[src/rtl/change_dispenser.sv]
// -----------------------------------------------------------------------------
// change_dispenser
//
// Coin payout unit. On an accepted start it latches a balance in jiao and pays
// it out greedily (5y, then 1y, then 5j) as one-at-a-time eject pulses, drawing
// on a tracked coin inventory. Completion is flagged by a one-cycle done pulse;
// short tells whether part of the balance could not be paid.
//
// Ports
//   clk          in   1   system clock
//   reset        in   1   asynchronous, active-low reset
//   start        in   1   one-cycle payout request, taken only when idle
//   amount       in  12   balance to pay in jiao (5j=5, 1y=10, 5y=50)
//   load_inv     in   1   inventory write strobe, taken only when idle
//   load_c1/2/3  in   6   new 5j / 1y / 5y coin counts
//   eject_5j     out  1   5 jiao coin eject pulse
//   eject_1y     out  1   1 yuan coin eject pulse
//   eject_5y     out  1   5 yuan coin eject pulse
//   busy         out  1   payout in progress (through the done cycle)
//   done         out  1   one-cycle completion pulse
//   short        out  1   remainder left unpaid; valid with done, held until
//                         the next accepted start
//   remaining    out 12   balance still owed
//   inv_c1/2/3   out  6   current 5j / 1y / 5y inventory
//   state_dbg    out  3   current FSM state encoding (observation only)
//
// Handshake: start and load_inv are single-cycle strobes sampled on the rising
// clock edge; the block has no back-pressure output other than busy, and any
// strobe seen while busy is dropped without effect.
// -----------------------------------------------------------------------------
module change_dispenser #(
    parameter int unsigned PULSE_CYC = 4,
    parameter int unsigned GAP_CYC   = 4,
    parameter int unsigned INIT_C1   = 20,
    parameter int unsigned INIT_C2   = 20,
    parameter int unsigned INIT_C3   = 20
) (
    input  logic        clk,
    input  logic        reset,
    input  logic        start,
    input  logic [11:0] amount,
    input  logic        load_inv,
    input  logic [5:0]  load_c1,
    input  logic [5:0]  load_c2,
    input  logic [5:0]  load_c3,
    output logic        eject_5j,
    output logic        eject_1y,
    output logic        eject_5y,
    output logic        busy,
    output logic        done,
    output logic        short,
    output logic [11:0] remaining,
    output logic [5:0]  inv_c1,
    output logic [5:0]  inv_c2,
    output logic [5:0]  inv_c3,
    output logic [2:0]  state_dbg
);

    // One counter serves both the pulse-high and gap-low phases, so it is
    // sized for the longer of the two.
    localparam int unsigned CNT_MAX = (PULSE_CYC > GAP_CYC) ? PULSE_CYC : GAP_CYC;
    localparam int unsigned CNT_W   = (CNT_MAX > 1) ? $clog2(CNT_MAX) : 1;

    localparam logic [CNT_W-1:0] PULSE_LAST = CNT_W'(PULSE_CYC - 1);
    localparam logic [CNT_W-1:0] GAP_LAST   = CNT_W'(GAP_CYC - 1);

    localparam logic [5:0] INIT_C1_V = 6'(INIT_C1);
    localparam logic [5:0] INIT_C2_V = 6'(INIT_C2);
    localparam logic [5:0] INIT_C3_V = 6'(INIT_C3);

    typedef enum logic [2:0] {
        S_IDLE   = 3'd0,
        S_SELECT = 3'd1,
        S_PULSE  = 3'd2,
        S_GAP    = 3'd3,
        S_FINISH = 3'd4
    } state_t;

    typedef enum logic [1:0] {
        COIN_NONE = 2'd0,
        COIN_5J   = 2'd1,
        COIN_1Y   = 2'd2,
        COIN_5Y   = 2'd3
    } coin_t;

    state_t           state;
    state_t           state_next;
    coin_t            pick;
    coin_t            coin;
    logic [11:0]      coin_value;
    logic [CNT_W-1:0] cnt;
    logic             pulse_last;
    logic             gap_last;

    assign pulse_last = (cnt == PULSE_LAST);
    assign gap_last   = (cnt == GAP_LAST);

    assign busy      = (state != S_IDLE);
    assign done      = (state == S_FINISH);
    assign state_dbg = state;

    // Greedy pick: largest coin that both fits the balance and is in stock.
    // Checking value <= remaining and count != 0 here is what keeps the
    // balance and the inventory from ever wrapping below zero.
    always_comb begin
        pick = COIN_NONE;
        if (remaining >= 12'd50 && inv_c3 != 6'd0) begin
            pick = COIN_5Y;
        end else if (remaining >= 12'd10 && inv_c2 != 6'd0) begin
            pick = COIN_1Y;
        end else if (remaining >= 12'd5 && inv_c1 != 6'd0) begin
            pick = COIN_5J;
        end
    end

    always_comb begin
        coin_value = 12'd0;
        case (coin)
            COIN_5J: coin_value = 12'd5;
            COIN_1Y: coin_value = 12'd10;
            COIN_5Y: coin_value = 12'd50;
            default: coin_value = 12'd0;
        endcase
    end

    // State register
    always_ff @(posedge clk or negedge reset) begin
        if (!reset) begin
            state <= S_IDLE;
        end else begin
            state <= state_next;
        end
    end

    // Next-state logic
    always_comb begin
        state_next = state;
        case (state)
            S_IDLE: begin
                if (start) begin
                    state_next = S_SELECT;
                end
            end
            S_SELECT: begin
                if (pick != COIN_NONE) begin
                    state_next = S_PULSE;
                end else begin
                    state_next = S_FINISH;
                end
            end
            S_PULSE: begin
                if (pulse_last) begin
                    state_next = S_GAP;
                end
            end
            S_GAP: begin
                if (gap_last) begin
                    state_next = S_SELECT;
                end
            end
            S_FINISH: begin
                state_next = S_IDLE;
            end
            default: begin
                state_next = S_IDLE;
            end
        endcase
    end

    // Datapath: balance, inventory, phase counter and the registered ejects.
    // Async reset clears the eject flops directly so a pulse in flight drops
    // the moment reset asserts.
    always_ff @(posedge clk or negedge reset) begin
        if (!reset) begin
            cnt       <= '0;
            coin      <= COIN_NONE;
            eject_5j  <= 1'b0;
            eject_1y  <= 1'b0;
            eject_5y  <= 1'b0;
            short     <= 1'b0;
            remaining <= 12'd0;
            inv_c1    <= INIT_C1_V;
            inv_c2    <= INIT_C2_V;
            inv_c3    <= INIT_C3_V;
        end else begin
            case (state)
                S_IDLE: begin
                    cnt <= '0;
                    if (start) begin
                        remaining <= amount;
                        short     <= 1'b0;
                    end
                    // Taken alongside start as well; SELECT then sees the new counts.
                    if (load_inv) begin
                        inv_c1 <= load_c1;
                        inv_c2 <= load_c2;
                        inv_c3 <= load_c3;
                    end
                end
                S_SELECT: begin
                    cnt <= '0;
                    if (pick != COIN_NONE) begin
                        coin     <= pick;
                        eject_5j <= (pick == COIN_5J);
                        eject_1y <= (pick == COIN_1Y);
                        eject_5y <= (pick == COIN_5Y);
                    end else begin
                        short <= (remaining != 12'd0);
                    end
                end
                S_PULSE: begin
                    if (pulse_last) begin
                        cnt       <= '0;
                        eject_5j  <= 1'b0;
                        eject_1y  <= 1'b0;
                        eject_5y  <= 1'b0;
                        remaining <= remaining - coin_value;
                        case (coin)
                            COIN_5J: inv_c1 <= inv_c1 - 6'd1;
                            COIN_1Y: inv_c2 <= inv_c2 - 6'd1;
                            COIN_5Y: inv_c3 <= inv_c3 - 6'd1;
                            default: ;
                        endcase
                    end else begin
                        cnt <= cnt + 1'b1;
                    end
                end
                S_GAP: begin
                    if (gap_last) begin
                        cnt <= '0;
                    end else begin
                        cnt <= cnt + 1'b1;
                    end
                end
                default: begin
                    cnt <= '0;
                end
            endcase
        end
    end

endmodule
[config.mk]
export PLATFORM = sky130hd
export DESIGN_NAME = change_dispenser
export DESIGN_NICKNAME = d
export VERILOG_FILES = /design/src/rtl/change_dispenser.sv
export SDC_FILE = /design/constraint.sdc
export NUM_CORES = 1
export LEC_CHECK = 0
export CAP_MARGIN = 15
export CORE_MARGIN = 4
export CORE_UTILIZATION = 48
export DETAILED_ROUTE_END_ITERATION = 10
export PLACE_DENSITY = 0.8
export SLEW_MARGIN = 20
export SYNTH_ARGS = -nofsm -noshare
export SYNTH_HDL_FRONTEND = slang
export SYNTH_SLANG_ARGS = --single-unit
[constraint.sdc]
create_clock -name clk -period 3.1 [get_ports clk]
set_clock_uncertainty 0.2 [all_clocks]
set_input_delay 0.465 -clock clk [delete_from_list [all_inputs] [get_ports clk]]
set_output_delay 0.465 -clock clk [all_outputs]
set_load 0.02 [all_outputs]
# --- After elaboration in Yosys (flattened, before gate mapping) ---
# Index checks and enable logic that the tools add are counted.
classes:
  magnitude_cmp: 3
  n_bitwise: 0
  mul: 0
  n_eq_ne: 20
  n_reduce_logical: 22
  shifts: 0
  n_div: 0
  n_addsub: 5
  mux: 36
ops:
  columns: ["operator", "count"]
  rows:
  - ["$mux W6", 9]
  - ["$pmux W6 S2", 3]
  - ["$mux W12", 2]
  - ["$pmux W12 S2", 1]
  - ["$pmux W6 S3", 1]
  - ["$reduce_bool A6 Y1", 3]
  - ["$sub A6 B1 Y6 const B", 3]
  - ["$ge A12 B3 Y1 const B", 1]
  - ["$ge A12 B4 Y1 const B", 1]
  - ["$ge A12 B6 Y1 const B", 1]
  - ["$mux W3", 4]
  - ["$ne A2 B2 Y1 const B", 6]
  - ["$pmux W3 S4", 1]
  - ["$reduce_and A3 Y1", 4]
  - ["$reduce_and A4 Y1", 3]
  - ["$reduce_bool A12 Y1", 1]
  - ["$sub A12 B12 Y12", 1]
  - ["$eq A2 B2 Y1 const B", 5]
  - ["$mux W2", 4]
  - ["$pmux W1 S2", 4]
  - ["$reduce_bool A2 Y1", 4]
  - ["$mux W1", 7]
  - ["$eq A3 B2 Y1 const B", 2]
  - ["$ne A2 B1 Y1 const B", 3]
  - ["other kinds (9)", 12]
totals:
  ram_bits: 0
  in_bits: 34
  latchBits: 0
  ff_bits: 41
  wordCells: 97
  mem_count: 0
  mem_bits_ro: 0
  output_inout_bits: 39

# --- Logic depth before layout (Yosys ltp) ---
logic_depth:
  depth_word: 8
  ltp_mapped: 10
  depth_no_buf: 10

# --- Worst setup path after synthesis ---
# OpenSTA, ideal clock, no wires.
synth_path:
  path_type: "register -> register"
  start: "register inv_c1[0]"
  end: "register short"
  required_time_ns: 2.821
  slack_ns: 0.910
  arrival_ns: 1.911
  period_less_slack_ns: 2.190
  path_stages_with_launch: 7
  path_buffers: 0
  cell_sequence: "dfrtp_1 > inv_1 > ha_1 > or3b_4 > o32a_4 > nor4b_4 > mux2i_1"
synth_via:
  elab_chain_cells: 8
synth_lines:
  columns: ["element", "line_no", "source"]
  rows:
  - ["start: declaration", "53", "output logic [5:0] inv_c1,"]
  - ["start signal: assignment", "195", "inv_c1 <= load_c1;"]
  - ["start signal: assignment", "219", "COIN_5J: inv_c1 <= inv_c1 - 6'd1;"]
  - ["$reduce_bool A6 Y1", "111", "end else if (remaining >= 12'd5 && inv_c1 != 6'd0) begin"]
  - ["$logic_and A1 B1 Y1", "111", null]
  - ["$mux W1", "111", null]
  - ["$mux W2", "109", "end else if (remaining >= 12'd10 && inv_c2 != 6'd0) begin"]
  - ["$mux W2", "107", "if (remaining >= 12'd50 && inv_c3 != 6'd0) begin"]
  - ["$reduce_bool A2 Y1", "202", "if (pick != COIN_NONE) begin"]
  - ["$ne A2 B2 Y1 (no line)", null, null]
  - ["$reduce_and A3 Y1 (no line)", null, null]
  - ["end signal: assignment", "208", "short <= (remaining != 12'd0);"]
  - ["end: declaration", "51", "output logic short,"]
# Every way passes these cells.
# A chain may end at the register's enable or synchronous reset.

# --- Worst setup path after layout ---
layout_path:
  start: "register state[1], in the netlist state_dbg[1]"
  end: "register inv_c1[0]"
layout_via:
  elab_chain_cells: 3
layout_lines:
  columns: ["element", "line_no", "source"]
  rows:
  - ["start: declaration", "86", "state_t state;"]
  - ["start signal: assignment", "131", "state <= state_next;"]
  - ["$eq A3 B2 Y1 / $logic_not A3 Y1 (equally long branches)", "186", "case (state)"]
  - ["$ne A2 B1 Y1 (no line) (tied with other cells)", null, null]
  - ["$reduce_and A4 Y1 (no line)", null, null]
# Parallel ways exist; a longest one is shown, timed or not.

==> results.md <==
* Placed insts at 436
* R2r worst-path depth at 5
* CTS Buf Count at 5
* Max Cap Viol at 0
* HPWL after DPL at 4800 um
* Tot GR Track Use at 0.208
* CTS root buf: clkbuf_8
* Crit end category: flip-flop
* Worst Path Arrival at 2.54 ns
* Worst Setup Start Kind: flip-flop
* ANT nets after route at 0
* Register area share after synthesis at 0.392
* Netlist cell types at 57
* CTS Sinks at 41
* Met3 usage at 0.0553
* Gr busiest metal: met2
* First-pass GRT wire length at 10900 um
* Mean post-synth cell area at 8.61 um^2
* Initial antenna violation count at 0
* Register-to-register setup slack at 0.51 ns
* Clock slew at reported path FFs at 0.08 ns
* Largest net degree at the start of global routing at 46
* Final setup fails at 0
* Vias in the first global route at 2384
* Hold buffer count at CTS at 0
* Worst-Skew Late Latency at 0.30 ns
* Maximum clock frequency at 0.386 GHz
* Async S/R FF share, synth at 1.00
* Power Density at 296 mW/mm^2
* Die W at 82.1 um
* Die area at 0.00674 mm^2
* Port Buffers at 72
* Post-synth EDFFs at 0
* Fin. Hold Viols at 0
* Cell leakage power at 1.38 nW
* Mapped cell area at 0.00264 mm^2
* RePlAce Congestion at 0.905
* Gr ovfl total at 0
* P&R area growth vs syn at 32.9%
* CTS tree: done
* Fin cells at 444
* Status: completed
* Tightest Hold Check Type: in -> async
* RSZ-0062 raised after global routing: no
* Initial Util at 0.506
* Detailed Route WL at 6490 um
* Crit-path max FO at 13
* Core area at 0.00520 mm^2
* Nets at 419
* Commonest non-fill, non-tap cell in the layout: clkdlybuf4s50_1
* Most frequent cells in the layout: clkdlybuf4s50_1 (71), dfrtp_1 (35), nand2_1 (29)
* Worst R2R End: inv_c1[0]
* Setup CP Type: reg -> reg
* Inserted Diodes at 0
* CP required at 3.05 ns
* Setup TNS at 0 ns
* Tmin final at 2.59 ns
* Net Count, Synth at 352
* I/O Pins at 73
* First-pass iteration count of the detailed router at 4
* Routed WL per cell at 14.6 um
* Grt met2 use at 0.340
* Die Height at 82.1 um
* Top_reg_cell synth: dfrtp_1
* Worst Max-Slew Pin Slew at 0.922 ns
* Max-slew headroom at the worst pin at 0.382
* Post-CTS Setup Bufs at 0
* Via Count at 2563
* Met1 Use GR at 0.261
* First DRT Iteration DRCs at 140
* Period utilization at 0.835
* Fin. max-slew vios at 0
* Clk buf depth at 2
* Syn Inst Count at 306
* # DRC at 0
* Yosys reg bits at 41
* Via density at 5.77
* PostCTS Resize Cnt at 0
* Reg-to-reg critical path startpoint: state_dbg[1]
* Share of cells above drive strength 1 at 0.0722
* Maximum VDD drop at 0.187 mV
* Row Count at 26
* H-tree Lvls at 2
* Ys Warns at 0
## through the flow
stage | instance area, um^2 | power [mW] | hold WS, ns | setup WS, ns | utilization
after global placement | 3380 | 0.599 | 0.227 | 0.595 | 0.650
after detailed placement | 3380 | 0.599 | 0.237 | 0.506 | 0.650
final | 3500 | 1.04 | 0.0917 | 0.512 | 0.673
after global routing | 3500 | 1.08 | 0.173 | 0.333 | 0.673
after CTS | 3500 | 1.05 | 0.127 | 0.512 | 0.673
after floorplan | 2640 | 0.546 | -0.0306 | 0.910 | -
## critical path, cell delays in order, from the launching register on
cell and delay (ns):
dfrtp_1 0.52, or3b_2 0.63, o211ai_1 0.79, nor3_1 0.09
a21oi_1 0.14, o21ai_1 0.08
## routing by layer
layer | vias to the layer above | routed length, um
met4 | 0 | 136
li1 | 1258 | -
met3 | 13 | 489
met2 | 84 | 3020
met5 | - | 0
met1 | 1208 | 2840
## sequential cells by signal, summed over array words and instances, names as in the netlist
register	count
short	1
eject_5j	1
eject_1y	1
eject_5y	1
inv_c2	6
inv_c1	6
cnt	2
state_dbg	3
coin	2
remaining	12
inv_c3	6
## Yosys cell counts, types with 3 or more instances
cell	instances	area (um^2)
inv_1	16	60.1
o31a_1	3	26.3
o211ai_1	3	22.5
nand2_1	29	109
o21ai_1	17	85.1
o21a_1	8	60.1
and2_1	3	18.8
nor3b_1	3	22.5
dfstp_2	6	158
nor2_1	24	90.1
o21ai_0	16	80.1
buf_2	4	20.0
a21oi_1	26	130
nand4_1	4	25.0
nor2b_1	4	25.0
nor4_1	3	18.8
a211oi_1	4	30.0
clkbuf_1	7	26.3
a32oi_1	3	26.3
nor3_1	20	100
o22ai_1	3	18.8
ha_1	11	138
a2bb2oi_1	3	26.3
dfrtp_1	35	876
nand3_1	8	40.0
## where the power goes
group          internal [mW]  switching, mW
combinational         0.0358         0.0167
clock                  0.263          0.186
sequential             0.535              0
## area by class of cell
type | count | area (um^2)
clock buffer | 7 | 86.3
clock inverter | 1 | 30.0
fill | 466 | 1700
inverter | 16 | 60.1
multi-input combinational | 234 | 1470
sequential | 41 | 1030
tap | 70 | 87.6
timing repair buffer | 75 | 738
## worst max path at each step
stage	from	endpoint	slack, ns
3_5_place_dp	state_dbg[1]	inv_c1[0]	0.51
2_1_floorplan	inv_c1[0]	short	0.91
3_3_place_gp	state_dbg[1]	inv_c1[0]	0.60
4_1_cts	state_dbg[1]	inv_c1[0]	0.51
5_1_grt	coin[1]	remaining[10]	0.33
6_report	state_dbg[1]	inv_c1[0]	0.51
## logic make-up (layout without fill, tap and decap cells)
family | after synthesis | count (layout) | share of synthesized area
fa+ha+maj | 12 | 12 | 0.0598
mux | 3 | 3 | 0.0123
compound gates | 107 | 107 | 0.267
buf+inv | 31 | 99 | 0.0518
flops | 41 | 41 | 0.392
simple gates | 112 | 112 | 0.217
Power figures use the tool's default switching activity.
